<file path="config.mk">
export PLATFORM = sky130hd
export DESIGN_NAME = conv_seq_ctrl_flat
export DESIGN_NICKNAME = d
export VERILOG_FILES = /design/src/rtl/conv_seq_ctrl_if.sv /design/src/rtl/conv_seq_ctrl.sv /design/src/flat_wrapper.sv
export SDC_FILE = /design/constraint.sdc
export NUM_CORES = 1
export LEC_CHECK = 0
export CAP_MARGIN = 30
export CORE_MARGIN = 1
export CORE_UTILIZATION = 50
export CTS_CLUSTER_DIAMETER = 60
export DETAILED_ROUTE_END_ITERATION = 7
export PLACE_DENSITY = 0.74
export SLEW_MARGIN = 30
export SYNTH_ARGS = -nofsm -noshare
export SYNTH_HDL_FRONTEND = slang
export SYNTH_SLANG_ARGS = --single-unit
</file>
<file path="constraint.sdc">
create_clock -name clk -period 3.5 [get_ports clk]
set_clock_uncertainty 0.15 [all_clocks]
set_input_delay 1.05 -clock clk [delete_from_list [all_inputs] [get_ports clk]]
set_output_delay 1.05 -clock clk [all_outputs]
set_load 0.01 [all_outputs]
</file>
<file path="src/rtl/conv_seq_ctrl_if.sv">
// Start/count request and enable-vector response bundle between the job issuer and the
// convolution sequencer.
interface conv_seq_ctrl_if;
  logic        start;
  logic [7:0]  num_chnl;
  logic [15:0] num_tile;
  logic [31:0] state;
  logic        busy;
  logic        done;

  modport master (
    output start, num_chnl, num_tile,
    input  state, busy, done
  );

  modport slave (
    input  start, num_chnl, num_tile,
    output state, busy, done
  );
endinterface

</file>
<file path="src/rtl/conv_seq_ctrl.sv">
// Convolution datapath sequencer: walks every channel of every tile through the fixed read,
// compute, accumulate and write-out phases, driving a registered one-hot-ish enable vector.
module conv_seq_ctrl #(
  parameter int unsigned IFM_WORDS = 4,
  parameter int unsigned WHT_WORDS = 2,
  parameter int unsigned P2S_WORDS = 7
) (
  input logic           clk,
  input logic           rst_n,
  conv_seq_ctrl_if.slave bus
);

  localparam int unsigned MaxRdWords = (IFM_WORDS > WHT_WORDS) ? IFM_WORDS : WHT_WORDS;
  localparam int unsigned MaxWords   = (MaxRdWords > P2S_WORDS) ? MaxRdWords : P2S_WORDS;
  localparam int unsigned CntW       = (MaxWords > 1) ? $clog2(MaxWords) : 1;

  typedef logic [CntW-1:0] cnt_t;

  localparam cnt_t IfmLast = cnt_t'(IFM_WORDS - 1);
  localparam cnt_t WhtLast = cnt_t'(WHT_WORDS - 1);
  localparam cnt_t P2sLast = cnt_t'(P2S_WORDS - 1);

  typedef enum logic [3:0] {
    StIdle, StIfmRd, StWhtRd, StDrain, StPe, StPa, StBa, StCa,
    StRelu, StP2sWr, StP2sRd, StDone
  } fsm_e;

  fsm_e        fsm_q, fsm_d;
  cnt_t        word_q, word_d;
  logic [7:0]  chnl_q, chnl_d, nchnl_q, nchnl_d;
  logic [15:0] tile_q, tile_d, ntile_q, ntile_d;
  logic [12:0] dp_q, dp_d;
  logic        busy_q, done_q;

  function automatic logic [12:0] decode(fsm_e s);
    logic [12:0] v;
    v = '0;
    unique case (s)
      StIfmRd: v[0]     = 1'b1;
      StWhtRd: v[1]     = 1'b1;
      StPe:    v[3:2]   = 2'b11;
      StPa:    v[7:6]   = 2'b11;
      StBa:    v[8]     = 1'b1;
      StCa:    v[9]     = 1'b1;
      StRelu:  v[10]    = 1'b1;
      StP2sWr: v[11]    = 1'b1;
      StP2sRd: v[12]    = 1'b1;
      default: v        = '0;
    endcase
    return v;
  endfunction

  always_comb begin
    fsm_d   = fsm_q;
    word_d  = word_q;
    chnl_d  = chnl_q;
    tile_d  = tile_q;
    nchnl_d = nchnl_q;
    ntile_d = ntile_q;
    unique case (fsm_q)
      StIdle: begin
        if (bus.start) begin
          nchnl_d = bus.num_chnl;
          ntile_d = bus.num_tile;
          chnl_d  = '0;
          tile_d  = '0;
          word_d  = '0;
          fsm_d   = (bus.num_chnl == 8'd0 || bus.num_tile == 16'd0) ? StDone : StIfmRd;
        end
      end
      StIfmRd: begin
        if (word_q == IfmLast) begin
          word_d = '0;
          fsm_d  = StWhtRd;
        end else begin
          word_d = word_q + 1'b1;
        end
      end
      StWhtRd: begin
        if (word_q == WhtLast) begin
          word_d = '0;
          fsm_d  = StDrain;
        end else begin
          word_d = word_q + 1'b1;
        end
      end
      StDrain: fsm_d = StPe;
      StPe:    fsm_d = StPa;
      StPa:    fsm_d = StBa;
      StBa:    fsm_d = StCa;
      StCa: begin
        // Sampled count is >= 1 here, so the minus one cannot underflow.
        if (chnl_q != nchnl_q - 8'd1) begin
          chnl_d = chnl_q + 8'd1;
          fsm_d  = StIfmRd;
        end else begin
          chnl_d = '0;
          fsm_d  = StRelu;
        end
      end
      StRelu:  fsm_d = StP2sWr;
      StP2sWr: begin
        word_d = '0;
        fsm_d  = StP2sRd;
      end
      StP2sRd: begin
        if (word_q == P2sLast) begin
          word_d = '0;
          if (tile_q != ntile_q - 16'd1) begin
            tile_d = tile_q + 16'd1;
            fsm_d  = StIfmRd;
          end else begin
            fsm_d  = StDone;
          end
        end else begin
          word_d = word_q + 1'b1;
        end
      end
      StDone:  fsm_d = StIdle;
      default: fsm_d = StIdle;
    endcase
  end

  // Bits 4/5 echo the previous cycle's read strobes to model SRAM read latency.
  always_comb begin
    dp_d    = decode(fsm_d);
    dp_d[4] = dp_q[0];
    dp_d[5] = dp_q[1];
  end

  always_ff @(posedge clk or negedge rst_n) begin
    if (!rst_n) begin
      fsm_q   <= StIdle;
      word_q  <= '0;
      chnl_q  <= '0;
      tile_q  <= '0;
      nchnl_q <= '0;
      ntile_q <= '0;
      dp_q    <= '0;
      busy_q  <= 1'b0;
      done_q  <= 1'b0;
    end else begin
      fsm_q   <= fsm_d;
      word_q  <= word_d;
      chnl_q  <= chnl_d;
      tile_q  <= tile_d;
      nchnl_q <= nchnl_d;
      ntile_q <= ntile_d;
      dp_q    <= dp_d;
      busy_q  <= (fsm_d != StIdle);
      done_q  <= (fsm_d == StDone);
    end
  end

  assign bus.state = {19'b0, dp_q};
  assign bus.busy  = busy_q;
  assign bus.done  = done_q;

endmodule

</file>
<file path="src/flat_wrapper.sv">
// flat-port wrapper written by rule: the top's interface ports become plain ports
module conv_seq_ctrl_flat 
#(
  parameter int unsigned IFM_WORDS = 4,
  parameter int unsigned WHT_WORDS = 2,
  parameter int unsigned P2S_WORDS = 7
)
  (clk, rst_n, bus_start, bus_num_chnl, bus_num_tile, bus_state, bus_busy, bus_done);
  conv_seq_ctrl_if bus_i ();
  input logic clk;
  input logic rst_n;
  input wire logic [$bits(bus_i.start)-1:0] bus_start;
  input wire logic [$bits(bus_i.num_chnl)-1:0] bus_num_chnl;
  input wire logic [$bits(bus_i.num_tile)-1:0] bus_num_tile;
  output wire logic [$bits(bus_i.state)-1:0] bus_state;
  output wire logic [$bits(bus_i.busy)-1:0] bus_busy;
  output wire logic [$bits(bus_i.done)-1:0] bus_done;
  assign bus_i.start = bus_start;
  assign bus_i.num_chnl = bus_num_chnl;
  assign bus_i.num_tile = bus_num_tile;
  assign bus_state = bus_i.state;
  assign bus_busy = bus_i.busy;
  assign bus_done = bus_i.done;
  conv_seq_ctrl #(.IFM_WORDS(IFM_WORDS), .WHT_WORDS(WHT_WORDS), .P2S_WORDS(P2S_WORDS)) u_core (.clk(clk), .rst_n(rst_n), .bus(bus_i));
endmodule
</file>
; ---- Word-level counts from Yosys, hierarchy flattened
; Cells that the tools add are included.
[word_totals]
regBits = 70
elab_cells = 83
out_inout_bits = 34
[classes]
n_eq_ne = 28
addsub = 5
mux = 29
reduce_logical = 12
[ops]
columns = op, count
row1 = $mux W16, 3
row2 = $pmux W4 S11, 1
row3 = $eq A4 B3 Y1 const B, 8
row4 = $pmux W16 S2, 1
row5 = $eq A4 B4 Y1 const B, 7
row6 = $mux W4, 7
row7 = $add A16 B1 Y16 const B, 1
row8 = $logic_not A16 Y1, 1
row9 = $mux W8, 2
row10 = $ne A16 B16 Y1, 1
row11 = $pmux W8 S2, 1
row12 = $sub A16 B1 Y16 const B, 1
row13 = $pmux W3 S5, 1
row14 = $eq A4 B2 Y1 const B, 3
row15 = $mux W3, 4
row16 = $add A8 B1 Y8 const B, 1
row17 = $eq A4 B1 Y1 const B, 2
row18 = $logic_not A8 Y1, 1
row19 = $ne A8 B8 Y1, 1
row20 = $sub A8 B1 Y8 const B, 1
row21 = $mux W1, 7
row22 = $reduce_and A2 Y1, 3
row23 = $reduce_bool A5 Y1, 1
row24 = $logic_not A4 Y1, 1
row25 = 11 further kinds, 14

; ---- Longest topological paths before layout
; Gate-level depths: netlist of the first run.
[logic_depth]
depth_word = 7
depth_mapped = 11
depth_no_buf = 10

; ---- Worst setup path before layout of the first run
; Ideal clock, no wire load.
[synth_timing]
path_kind = flip-flop to flip-flop
from = reg u_core.ntile_q[0]
to = reg u_core.tile_q[0]
setup_ns = 0.125
n_path_buf = 2
slack_ns = 0.426
t_required_ns = 3.225
arrival_ns = 2.799
path_stages_with_launch = 12
period_less_slack_ns = 3.074
path_cell_list = dfrtp_1 > inv_1 > ha_1 > or4b_4 > or4_1 > a311oi_1 > o22ai_2 > nor4_4 > buf_6 > buf_8 > nor2_2 > mux2_2
[synth_via]
elab_chain_len = 4
[synth_rtl]
columns = element, line
row1 = from (decl), conv_seq_ctrl.sv:31  ; logic [15:0] tile_q, tile_d, ntile_q, ntile_d;
row2 = from (signal assigned), conv_seq_ctrl.sv:148  ; ntile_q <= ntile_d;
row3 = $sub A16 B1 Y16, conv_seq_ctrl.sv:109  ; if (tile_q != ntile_q - 16'd1) begin
row4 = $ne A16 B16 Y1, conv_seq_ctrl.sv:109
row5 = $ne A2 B1 Y1 (no line), n/a
row6 = $reduce_and A4 Y1 (no line), n/a
row7 = to (signal assigned), conv_seq_ctrl.sv:146  ; tile_q <= tile_d;
row8 = to (decl), conv_seq_ctrl.sv:31
; No other way between the ends.
; A chain may end at the register's enable or synchronous reset.

; ---- Worst setup path in the final report of the first run
[layout_timing]
from = reg u_core.ntile_q[0]
to = reg u_core.tile_q[10]
; Same word-level chain as after synthesis.

==> results of run 1 <==
## routing by layer
| layer | routed length (um) | vias to the layer above | GRT usage (%) |
|---|---|---|---|
| li1 | - | 1742 | - |
| met1 | 4390 | 1673 | 33.0 |
| met2 | 4090 | 120 | 34.5 |
| met3 | 422 | 10 | 3.58 |
| met4 | 112 | 0 | 8.46 |
| met5 | 0 | - | 0 |
## layout by cell type, fill, tap and decap left out, types with 15 or more instances in the layout
| master | count |
|---|---|
| nand2_1 | 92 |
| dfrtp_1 | 68 |
| clkdlybuf4s50_1 | 40 |
| nor2_1 | 26 |
| a21oi_1 | 24 |
| o21ai_0 | 21 |
| conb_1 | 19 |
| xnor2_1 | 18 |
| nand3_1 | 16 |
| nor3_1 | 15 |
## what timing repair did
action,in CTS,in global routing
endpoints found under the setup margin,0,5
setup buffers,0,1
hold buffers,0,0
endpoints found under the hold margin,0,0
## layout make-up
cell class | count | area share (%)
multi-input cells | 375 | 46.9
inverters | 12 | 0.953
repair buffers | 51 | 10.2
clock buffers | 10 | 2.70
clock inverters | 4 | 0.609
flip-flops and latches | 68 | 36.0
well taps | 102 | 2.70
## through the flow
stage	power (mW)	area (um^2)	hold WS [ns]
6_report	3.27	4730	0.233
3_5_place_dp	2.72	4560	0.222
2_1_floorplan	2.33	4240	0.205
3_3_place_gp	2.66	4560	0.211
4_1_cts	3.27	4720	0.238
5_1_grt	3.53	4730	0.252
## cell families (layout without fill, tap and decap cells)
kind of cell             count (synthesis)  count (layout)  share of synthesized area, %
other                                    1              19                        0.0899
XOR/XNOR                                28              28                          5.88
AO/OA/AOI/OAI                           88              88                          14.3
flip-flops                              68              68                          40.8
AND/OR/NAND/NOR                        229             229                          28.0
buffers and inverters                   56              77                          7.74
multiplexers                             2               2                         0.510
adder cells (fa/ha/maj)                  9               9                          2.70
## state kept, by name, summed over array words and instances (netlist names)
signal           flops
u_core.dp_q         11
u_core.word_q        3
u_core.fsm_q         4
u_core.chnl_q        8
u_core.bus.done      1
u_core.tile_q       16
u_core.ntile_q      16
u_core.nchnl_q       8
u_core.bus.busy      1
## worst max-delay path by stage
stage | to | cells after the start | slack, ns
after global placement | u_core.tile_q[9]$_DFFE_PN0P_ | 10 | 0.37
after floorplan | u_core.tile_q[0]$_DFFE_PN0P_ | 11 | 0.43
after detailed placement | u_core.tile_q[10]$_DFFE_PN0P_ | 10 | 0.22
after global routing | u_core.tile_q[0]$_DFFE_PN0P_ | 10 | 0.01
final | u_core.tile_q[10]$_DFFE_PN0P_ | 10 | 0.17
after CTS | u_core.tile_q[10]$_DFFE_PN0P_ | 10 | 0.19
## power groups by stage
| stage | sequential (mW) | clock, mW | combinational (mW) |
|---|---|---|---|
| 6_report | 1.32 | 0.544 | 1.41 |
| 2_1_floorplan | 1.22 | 0 | 1.11 |
| 3_5_place_dp | 1.33 | 0 | 1.39 |
| 5_1_grt | 1.36 | 0.589 | 1.58 |
| 3_3_place_gp | 1.31 | 0 | 1.34 |
| 4_1_cts | 1.31 | 0.552 | 1.41 |
## worst max-delay path, stage by stage, from the launching register on
cell     delay, ns
dfrtp_1       0.38
inv_1         0.11
ha_1          0.26
or4b_4        0.51
or4_1         0.43
and2_1        0.19
o22ai_2       0.24
nor4_4        0.07
buf_4         0.22
or4_1         0.52
a21oi_1       0.17
==> metrics.csv, run 1 <==
metric,value,unit
post-synth top area share,40.8,%
DR WL/cell,14.5,um
worst vdd ir,378,uV
fin util,59.9,%
post-route ant nets,0,
Cells on Worst Hold Path,0,
Multi-input gate area,2210,um^2
GPL Wtd Cong,0.841,
cell row count,32,
TritonCTS clock tree,built,
I/O pin cnt,61,
Resize count post-CTS,0,
total number of vias,3545,
fmax,300,MHz
Setup TNS Final,0,ns
largest net degree at the start of global routing,43,
CP max FO,21,
Area Growth Syn to Fin,13.3,%
final slew viol count,0,
post-synthesis register bit count,68,
first-pass GRT wire length,15600,um
worst min path class,flop to flop,
crit end category,flop,
"Seq/Total Area, Yosys",40.8,%
FF-to-FF path depth,10,
Synth area leaders,"dfrtp_1, nand2_1, buf_4",
Async SR Flop Fraction,100,%
share of cells above drive strength 1,6.54,%
Ys Warns,0,
detailed placer's ending HPWL,6570,um
Initial Utilization,52.9,%
Core ar.,7890,um^2
Psw,1.38,mW
clock sinks,68,
Ant. Diodes,0,
GRT Resource Usage Total,22.8,%
WP data arrival,3.44,ns
Critical Path RT,3.61,ns
period utilisation layout,95.1,%
R2R Setup Slk,0.17,ns
sw frac,42.1,%
1st-pass router iterations,4,
HP Start,u_core.dp_q[0]$_DFF_PN0_,
RSZ-0062 raised after global routing,false,
"count leader, synth",nand2_1,
worst hold endpoint,u_core.dp_q[4]$_DFF_PN0_,
Total Nets Final,553,
Sequential Power Share,40.3,%
Final Non-Filler Cells,622,
final setup fails,0,
status,completed,
Pleak,2.04,nW
antenna violations before repair,0,
Place WS,0.219,ns
"Hold Vio Cnt, Final",0,
Via-to-Cell Ratio,5.70,
Clock power frac,16.6,%
# port buffers,41,
reg2reg end,u_core.tile_q[10]$_DFFE_PN0P_,
Post-synth EDFFs,0,
max cap viols,0,
vias in the first global route,3261,
Worst Slack Setup Final,0.171,ns
Worst Max-Slew Pin Slew,0.564,ns
DR iter-0 viols,142,
PD cells,693,nW/um^2
Die ar.,8710,um^2
combinational power share,43.1,%
crit path time final,3.33,ns
Detailed Route WL,9020,um
Pint,1.89,mW
worst setup path start,u_core.ntile_q[0]$_DFFE_PN0P_,
# DRC,0,
aggregate global routing overflow,0,
die height,93.3,um
Worst setup SP type,flop,
Reg area,1700,um^2
chip width,93.3,um
top_reg_cell synth,dfrtp_1,
Root Driver,clkbuf_8,
Crit Path Class,flop to flop,
reg-to-reg critical path startpoint,u_core.ntile_q[0]$_DFFE_PN0P_,
placed cells,607,
Synth area leader,dfrtp_1,
Worst-path clk slew,0.07,ns
slew margin rel.,62.4,%
Mapped Area,4170,um^2
TritonCTS Buffers,9,
CTS HTree Levels,3,
Synth top cells by count,"nand2_1, dfrtp_1, nor2_1, a21oi_1, buf_4",
average cell area after synthesis,8.67,um^2
clock latency at the later pin of the worst-skew pair,0.34,ns
Syn Inst Count,481,
fillers,711,
Clock Path Buffers,2,
"Distinct cells, synth",58,
Note: power is estimated with default switching activity, not from simulation.
==> run 2, diff against run 1 <==
Settings changed: ABC_CLOCK_PERIOD_IN_PS set to 3500.
==> results of run 2 <==
No change in the layout: final DEF, timing and power equal those of run 1.
